--- src/rtl/pc_defs.sv ---
// Shared encodings for the fetch stage: FSM state codes and next-PC select codes.
package pc_defs;

  typedef enum logic [1:0] {
    S_RUN   = 2'b00,
    S_HALT  = 2'b01,
    S_FAULT = 2'b10
  } state_t;

  localparam logic [1:0] PC_SEQ = 2'b00;
  localparam logic [1:0] PC_BR  = 2'b01;
  localparam logic [1:0] PC_J   = 2'b10;
  localparam logic [1:0] PC_JR  = 2'b11;

endpackage

--- src/rtl/next_pc_calc.sv ---
// Combinational next-PC selection and target legality against the ROM window.
module next_pc_calc
  import pc_defs::*;
#(
  parameter int ROM_BYTES = 100
) (
  input  logic [31:0] pc,
  input  logic [1:0]  pcSrc,
  input  logic [31:0] immExt,
  input  logic [25:0] jTarget,
  input  logic [31:0] rsData,
  output logic [31:0] next,
  output logic [31:0] pcPlus4,
  output logic        illegal
);

  localparam logic [31:0] MAX_ADDR = 32'(ROM_BYTES - 4);

  logic [31:0] br_offset;

  assign pcPlus4   = pc + 32'd4;
  assign br_offset = {immExt[29:0], 2'b00};

  always_comb begin
    next = pcPlus4;
    case (pcSrc)
      PC_SEQ:  next = pcPlus4;
      PC_BR:   next = pcPlus4 + br_offset;
      PC_J:    next = {pcPlus4[31:28], jTarget, 2'b00};
      PC_JR:   next = rsData;
      default: next = pcPlus4;
    endcase
  end

  // Unsigned compare: a backward branch that wraps below zero lands far above the ROM.
  assign illegal = (next[1:0] != 2'b00) || (next > MAX_ADDR);

endmodule

--- src/rtl/pc_fetch.sv ---
// PC register and fetch-control FSM feeding the instruction ROM; halts or faults sticky until reset.
module pc_fetch
  import pc_defs::*;
#(
  parameter logic [31:0] RESET_PC  = 32'h0000_0000,
  parameter int          ROM_BYTES = 100
) (
  input  logic        clk,
  input  logic        nrst,
  input  logic        pcWre,
  input  logic [1:0]  pcSrc,
  input  logic [31:0] immExt,
  input  logic [25:0] jTarget,
  input  logic [31:0] rsData,
  input  logic        haltReq,
  output logic [31:0] pc,
  output logic [31:0] pcPlus4,
  output logic        nrd,
  output logic [1:0]  state,
  output logic        fault,
  output logic [31:0] faultPc,
  output logic [31:0] instCnt
);

  state_t      state_reg, state_next;
  logic [31:0] pc_reg, pc_next;
  logic [31:0] fault_pc_reg, fault_pc_next;
  logic [31:0] inst_cnt_reg, inst_cnt_next;
  logic [31:0] target;
  logic        target_illegal;

  next_pc_calc #(
    .ROM_BYTES(ROM_BYTES)
  ) u_next_pc_calc (
    .pc      (pc_reg),
    .pcSrc   (pcSrc),
    .immExt  (immExt),
    .jTarget (jTarget),
    .rsData  (rsData),
    .next    (target),
    .pcPlus4 (pcPlus4),
    .illegal (target_illegal)
  );

  always_ff @(posedge clk or negedge nrst) begin
    if (!nrst) begin
      state_reg    <= S_RUN;
      pc_reg       <= RESET_PC;
      fault_pc_reg <= 32'd0;
      inst_cnt_reg <= 32'd0;
    end else begin
      state_reg    <= state_next;
      pc_reg       <= pc_next;
      fault_pc_reg <= fault_pc_next;
      inst_cnt_reg <= inst_cnt_next;
    end
  end

  always_comb begin
    state_next    = state_reg;
    pc_next       = pc_reg;
    fault_pc_next = fault_pc_reg;
    inst_cnt_next = inst_cnt_reg;
    case (state_reg)
      S_RUN: begin
        if (haltReq) begin
          state_next = S_HALT;
        end else if (pcWre) begin
          if (target_illegal) begin
            state_next    = S_FAULT;
            fault_pc_next = target;
          end else begin
            pc_next = target;
            if (inst_cnt_reg != 32'hFFFF_FFFF)
              inst_cnt_next = inst_cnt_reg + 32'd1;
          end
        end
      end
      S_HALT, S_FAULT: ;
      // Corrupted state register: park in FAULT and record where we were.
      default: begin
        state_next    = S_FAULT;
        fault_pc_next = pc_reg;
      end
    endcase
  end

  assign pc      = pc_reg;
  assign state   = state_reg;
  assign nrd     = (state_reg != S_RUN);
  assign fault   = (state_reg == S_FAULT);
  assign faultPc = fault_pc_reg;
  assign instCnt = inst_cnt_reg;

endmodule

--- config.mk ---
export PLATFORM = sky130hd
export DESIGN_NAME = pc_fetch
export DESIGN_NICKNAME = d
export VERILOG_FILES = /design/src/rtl/pc_defs.sv /design/src/rtl/next_pc_calc.sv /design/src/rtl/pc_fetch.sv
export SDC_FILE = /design/constraint.sdc
export NUM_CORES = 1
export LEC_CHECK = 0
export BUFFER_PORTS_ARGS = -buffer_cell sky130_fd_sc_hd__buf_2
export CORE_ASPECT_RATIO = 1.4
export CORE_UTILIZATION = 45
export CTS_CLUSTER_DIAMETER = 60
export DETAILED_ROUTE_END_ITERATION = 7
export GPL_ROUTABILITY_DRIVEN = 0
export PLACE_DENSITY = 0.73
export SLEW_MARGIN = 10
export SYNTH_ARGS = -nofsm -noshare
export SYNTH_HDL_FRONTEND = slang
export SYNTH_SLANG_ARGS = --single-unit
--- constraint.sdc ---
create_clock -name clk -period 4.8 [get_ports clk]
set_clock_uncertainty 0.15 [all_clocks]
set_input_delay 0 -clock clk [delete_from_list [all_inputs] [get_ports clk]]
set_output_delay 0 -clock clk [all_outputs]
set_load 0.02 [all_outputs]
* Word level (Yosys, flattened, before mapping)
Cells that the tools add are included.
** Storage, ports and cells
- Output and inout bits :: 132
- ROM bits :: 0
- Register bits :: 98
- Bits in latches :: 0
- Bits of input ports :: 96
- Memories kept :: 0
- Bits in writable memories :: 0
- Logic and storage cells :: 41
** Operators by class
- Add/sub/neg operators :: 3
- Bitwise gates (word level) :: 3
- Magnitude comparators :: 1
- Shift-type cells :: 0
- Multiply operators :: 0
- Muxes and demuxes :: 9
- Reduce and logical (&&, ||, !) cells :: 10
- Divide/modulo/power cells :: 0
- Equality and inequality tests :: 11
** Operator list (count)
- case mux 32 bit (4 select lines) :: 1
- 2-to-1 mux 32 bit :: 3
- case mux 32 bit (2 select lines) :: 1
- adder 32 x 1 -> 32 bit (second input constant) :: 1
- adder 32 x 3 -> 32 bit (second input constant) :: 1
- adder 32 bit :: 1
- greater-than comparator 32 x 7 -> 1 bit (second input constant) :: 1
- inequality test 32 bit (second input constant) :: 1
- AND reduction 4 bit :: 2
- == test 2 bit (second input constant) :: 3
- 2-to-1 mux 2 bit :: 3
- inequality test 2 bit (second input constant) :: 3
- inequality test 3 bit (second input constant) :: 2
- AND reduction 5 bit :: 1
- == test 2 x 1 -> 1 bit (second input constant) :: 2
- logical NOT 2 bit :: 2
- case mux 2 bit (2 select lines) :: 1
- nonzero test 2 bit :: 2
- inverter 1 bit :: 3
- AND reduction 3 bit :: 1
- OR reduction 2 bit :: 1
- logical OR 1 bit :: 1

* Depth between registers and ports, before layout
- Word-level depth :: 9
- Depth in mapped cells :: 19
- Gate-level depth less buffers :: 17

* By module
Synthesis repeated with hierarchy kept, for this count alone.
** Second synthesis, totals
- Cell total of the unflattened synthesis :: 955
- Area, all modules :: 8022.7 um2
** Modules (own cells, without submodules)
- pc_fetch :: area an instance 4389.2 um2, seq. area each 2452.4 um2, cells each 440, times used 1
- next_pc_calc :: area an instance 3633.5 um2, seq. area each 0.0 um2, cells each 515, times used 1

* Least setup slack after synthesis
OpenSTA, ideal clock, no wires.
- Path kind :: reg2reg
- Start :: register pc_reg[6], in the netlist pc[6]
- End :: register fault_pc_reg[0], in the netlist faultPc[0]
- Library setup time :: 128 ps
- Slack :: -496 ps
- Data arrival time :: 5019 ps
- Cell stages (with the launch flop) :: 18
- Data required time :: 4522 ps
- Clock period less this slack :: 5296 ps
- Path buffers :: 2
- Cell sequence :: dfrtp_1 buf_2 nand4_1 nor3_2 and3_1 xor2_1 ha_1 a21oi_1 o21ai_0 a221oi_1 o31ai_1 xor2_1 a221oi_1 nor3b_1 nand4b_2 o31ai_4 buf_6 mux2_1
** On the way
- Word-level cells in the longest chain between the ends :: 7
** Ends and longest elaborated chain
- start: declaration :: line pc_fetch.sv:26 : logic [31:0] pc_reg, pc_next;
- start signal: assignment :: line pc_fetch.sv:53 : pc_reg <= pc_next;
- adder 32 x 3 -> 32 bit * :: line next_pc_calc.sv:21 : assign pcPlus4 = pc + 32'd4;
- via pcPlus4[14] :: line pc_fetch.sv:17 : output logic [31:0] pcPlus4,
- adder 32 bit :: line next_pc_calc.sv:28 : PC_BR: next = pcPlus4 + br_offset;
- case mux 32 bit (4 select lines) * :: line next_pc_calc.sv:26 : case (pcSrc)
- greater-than comparator 32 x 7 -> 1 bit * :: line next_pc_calc.sv:36 : assign illegal = (next[1:0] != 2'b00) || (next > MAX_ADDR);
- logical OR 1 bit * :: line next_pc_calc.sv:36
- inequality test 2 bit (no line) *
- AND reduction 4 bit (no line) *
- end signal: assignment :: line pc_fetch.sv:54 : fault_pc_reg <= fault_pc_next;
- end: declaration :: line pc_fetch.sv:27 : logic [31:0] fault_pc_reg, fault_pc_next;
The timed path passes the listed nets; every way through them passes the cells marked *.
A chain may end at the register's enable or synchronous reset.

* Worst setup path in the final report
- Start :: register pc_reg[3], in the netlist pc[3]
- End :: register fault_pc_reg[25], in the netlist faultPc[25]
** On the way
- Word-level cells in the longest chain between the ends :: 7
- Elaborated cells between the ends (all ways) :: 11
- Those cells by class :: add/sub (2); order compare (1); eq/ne (1); mux (5); reduce/logical (2)
** Ends and longest elaborated chain (line)
- adder 32 x 3 -> 32 bit * :: next_pc_calc.sv:21
- adder 32 bit :: next_pc_calc.sv:28
- case mux 32 bit (4 select lines) * :: next_pc_calc.sv:26
- greater-than comparator 32 x 7 -> 1 bit or 2-to-1 mux 32 bit (tied branches) :: next_pc_calc.sv:36, pc_fetch.sv:69
- logical OR 1 bit or 2-to-1 mux 32 bit (tied branches) :: next_pc_calc.sv:36, pc_fetch.sv:68
- inequality test 2 bit (no line) or 2-to-1 mux 32 bit (tied branches)
- AND reduction 4 bit (no line) or case mux 32 bit (2 select lines) (tied branches)
Mark *: on every way between the ends. The rest lies on a longest branch, timed or not. The select of a mux whose other input is x is not followed.

==> flow_summary.toml <==
[clocking]
htree_levels = 3
clockRootBuffer = "clkbuf_16"
cts.sinks = 98
clk_pin_slew_ns = 0.07
clock_latency_ns = 0.34
clock_tree.buffer_depth = 2
cts_buffers = 9
cts_tree = "yes"

[critical_path]
crit_chain = "buf_6 > nand4_1 > buf_6 > nor3_4 > buf_6 > nand3_1 > xnor2_1 > ha_1 > and4_1 > nor2b_2 > o31a_1 > or4_4 > and4b_1 > nor3_2 > nand4_1 > o31ai_4 > buf_6 > clkbuf_16 > mux2_4"
critical_path_class = "flip-flop to flip-flop"
cp_max_fo = 8
reg2reg_depth = 19
worstPathArrival_ns = 4.87
cp-start-kind = "flip-flop"
crit_path_end = "faultPc[25]"
timing.rr.end = "faultPc[25]"
path_buf_inv = 5
r2r-start = "pc[3]"
required_ns = 4.87
reg2reg_slack_ns = 0.0009
path_common_cell = "buf_6"
cpLargestDelayFamily = "simple AND/OR/NAND/NOR gates"
end_kind = "flip-flop"
crit_cells = 19
cpMaxStageDelayCell = "or4_4"
startpoint = "pc[3]"
cpPeakStageDelay_ns = 0.52

[die]
die_x_um = 115
coreArea_um2 = 17500
die_h_um = 161
initial_core_util_pct = 46.3
fp-row-count = 57
ioPinCount = 228
die_area_um2 = 18500

[global_route]
met2_usage_pct = 52.7
use_met3_pct = 5.06
grt_pass1_vias = 8540
busiest_layer = "met2"
grt_use_met1_pct = 35.8
grt_pass1_wl_mm = 43.5
grt.overflow.total = 0
grtUsageTotal_pct = 30.4
grt_max_degree = 60
antenna_found_initial = 0

[sta]
min_period_ns = 4.80
slew_violations = 0
finalSetupViolations = 0
hold_viol = 0
timing.final.crit_share_pct = 100
max_slew_margin_pct = 17.4
tightest_slew_ns = 1.23
setup_ws_ns = 0.000928
rsz0062_at_grt = "yes"
fmax_mhz = 208

[yosys]
synth_top_area_share_pct = 30.3
yosys_warnings = 0
avgSynthCellArea_um2 = 8.60
synth_area_leaders = "dfrtp_1 (30%), ha_1 (5.7%), xnor2_1 (5.4%)"
ys.flop_type = "dfrtp_1"
yosysUniqueCellTypes = 77
synth_fp_nets = 1074
synth-seq-area-share_pct = 30.3
synth_seq_cells = 98
synthArstFlopShare_pct = 100
synthesis.area_um2 = 8090
synth_area_leader_cell = "dfrtp_1"
synth_cells = 940
synth-edff-count = 0

[routing]
avgRoutedWirePerCell_um = 19.2
ant_nets = 0
drc = 0
avgViaCountPerCell = 5.82
vias = 8834
drt_iter0_markers = 675
first_pass_iters = 7
wirelength_mm = 29.2

[power_and_ir_drop]
power.switching_uw = 511
p_int_uw = 1330
vdd_drop_max_mv = 0.177
pwr-share-clk_pct = 36.9
power_frac_seq_pct = 44.9
power_frac_comb_pct = 18.2
power.leakage_uw = 0.00581
p_per_area_nw_per_um2 = 159
sw_frac_of_total_pct = 27.8
power_uw = 1840

[cells_and_area]
final_nets = 1411
antenna_cells = 0
drive_gt1_share_pct = 42.0
layoutNonFillerInstCount = 1518
areaGrowthSynthToFinish_pct = 42.5

[placed_design]
portBuffers = 225
dp_cells = 1473
dp_hpwl_mm = 22.2
preCtsSetupSlack_ns = -0.138

[status]
outcome = "finished clean"

[run]
cap_viol_max_count = 0

[min_path]
min_path_type = "input pin to asynchronous set/reset pin"
## area by class of cell
type	count	area, µm²
Multi-Input combinational cell	759	5950
Fill cell	1417	5950
Sequential cell	98	2460
Timing Repair Buffer	381	2440
Tap cell	236	295
Clock buffer	10	229
Inverter	28	105
Clock inverter	6	47.5
## power by group through the flow
stage | Combinational (µW) | Clock (µW) | Sequential [µW]
global placement | 295 | 0 | 841
floorplan | 151 | 0 | 841
detailed placement | 298 | 0 | 841
finish | 334 | 677 | 825
CTS | 309 | 698 | 825
global route | 358 | 734 | 825
## cell families (layout without fill, tap and decap cells)
logic type,after synthesis,count (layout),share of synthesized area [%]
mux,70,70,10.3
buf+inv,83,425,4.53
fa+ha+maj,38,38,5.97
flops,98,98,30.3
compound gates,204,204,16.8
xor+xnor,68,68,7.36
simple gates,379,379,24.7
## per-stage QoR
stage | setup TNS (ns) | cell area [µm²] | hold WS (ns) | util (%)
2_1_floorplan | -5.34 | 8310 | -0.446 | -
3_3_place_gp | -0.590 | 10500 | -0.152 | 59.9
3_5_place_dp | -4.14 | 10500 | -0.143 | 59.9
4_1_cts | 0 | 11000 | 0.00357 | 62.8
5_1_grt | -7.92 | 11500 | 0.0216 | 66.0
6_report | 0 | 11500 | 0.0153 | 66.0
## worst register-to-register path, stage by stage (launching register included)
cell and delay, ns:
dfrtp_2 0.41, buf_6 0.11, nand4_1 0.11, buf_6 0.16, nor3_4 0.20, buf_6 0.15
nand3_1 0.09, xnor2_1 0.31, ha_1 0.34, and4_1 0.20, nor2b_2 0.18, o31a_1 0.16
or4_4 0.52, and4b_1 0.24, nor3_2 0.15, nand4_1 0.20, o31ai_4 0.33, buf_6 0.17
clkbuf_16 0.17, mux2_4 0.31
## cell usage after synthesis (all sizes together) (4+ instances only)
cell,number
a211o,4
a211oi,9
a21o,10
a21oi,56
a221oi,5
a22oi,5
a31oi,6
and2,4
and3,16
and4,11
buf,26
clkbuf,29
dfrtp,98
ha,37
inv,28
mux2,55
mux2i,10
mux4,5
nand2,88
nand2b,5
nand3,58
nand4,28
nor2,58
nor2b,32
nor3,36
nor3b,7
nor4,10
o211ai,5
o21a,10
o21ai,42
o21bai,5
o22ai,12
o31ai,7
or2,10
or3,5
xnor2,50
xor2,18
## timing repair
action                                  in CTS  in global routing
gates cloned                                 1                  3
pin swaps                                   10                 30
endpoints found under the setup margin      78                 98
setup buffers                                9                 12
hold buffers                                 5                  0
hold endpoints to repair                    43                  0
gates resized for setup                     18                 96
## routing by layer
layer  part of all wire, %  up-vias
met4                   4.7        0
met3                   6.6       93
met5                     0        -
li1                      -     4128
met2                    51      378
met1                    38     4235
## worst min-delay path by stage
| stage | start | end | cells past startpoint |
|---|---|---|---|
| 2_1_floorplan | nrst | faultPc[0] | 0 |
| 3_3_place_gp | nrst | faultPc[3] | 1 |
| 3_5_place_dp | nrst | faultPc[3] | 1 |
| 4_1_cts | jTarget[2] | pc[4] | 3 |
| 5_1_grt | jTarget[0] | pc[2] | 3 |
| 6_report | nrst | faultPc[0] | 2 |
## placed cells by master, fill, tap and decap left out, drive strengths merged, types with 6 or more instances in the layout
| cell type | count |
|---|---|
| nor2 | 58 |
| xor2 | 18 |
| and4 | 11 |
| nand4 | 28 |
| o22ai | 12 |
| xnor2 | 50 |
| a31oi | 6 |
| nand2 | 88 |
| dfrtp | 98 |
| nand3 | 58 |
| ha | 37 |
| nor3b | 7 |
| a21oi | 56 |
| o21ai | 42 |
| clkbuf | 12 |
| nor2b | 32 |
| a211oi | 9 |
| o21a | 10 |
| inv | 31 |
| and3 | 16 |
| mux2 | 55 |
| or2 | 10 |
| o31ai | 7 |
| buf | 374 |
| nor4 | 10 |
| nor3 | 36 |
| mux2i | 10 |
| a21o | 10 |
Power figures use the tool's default switching activity.
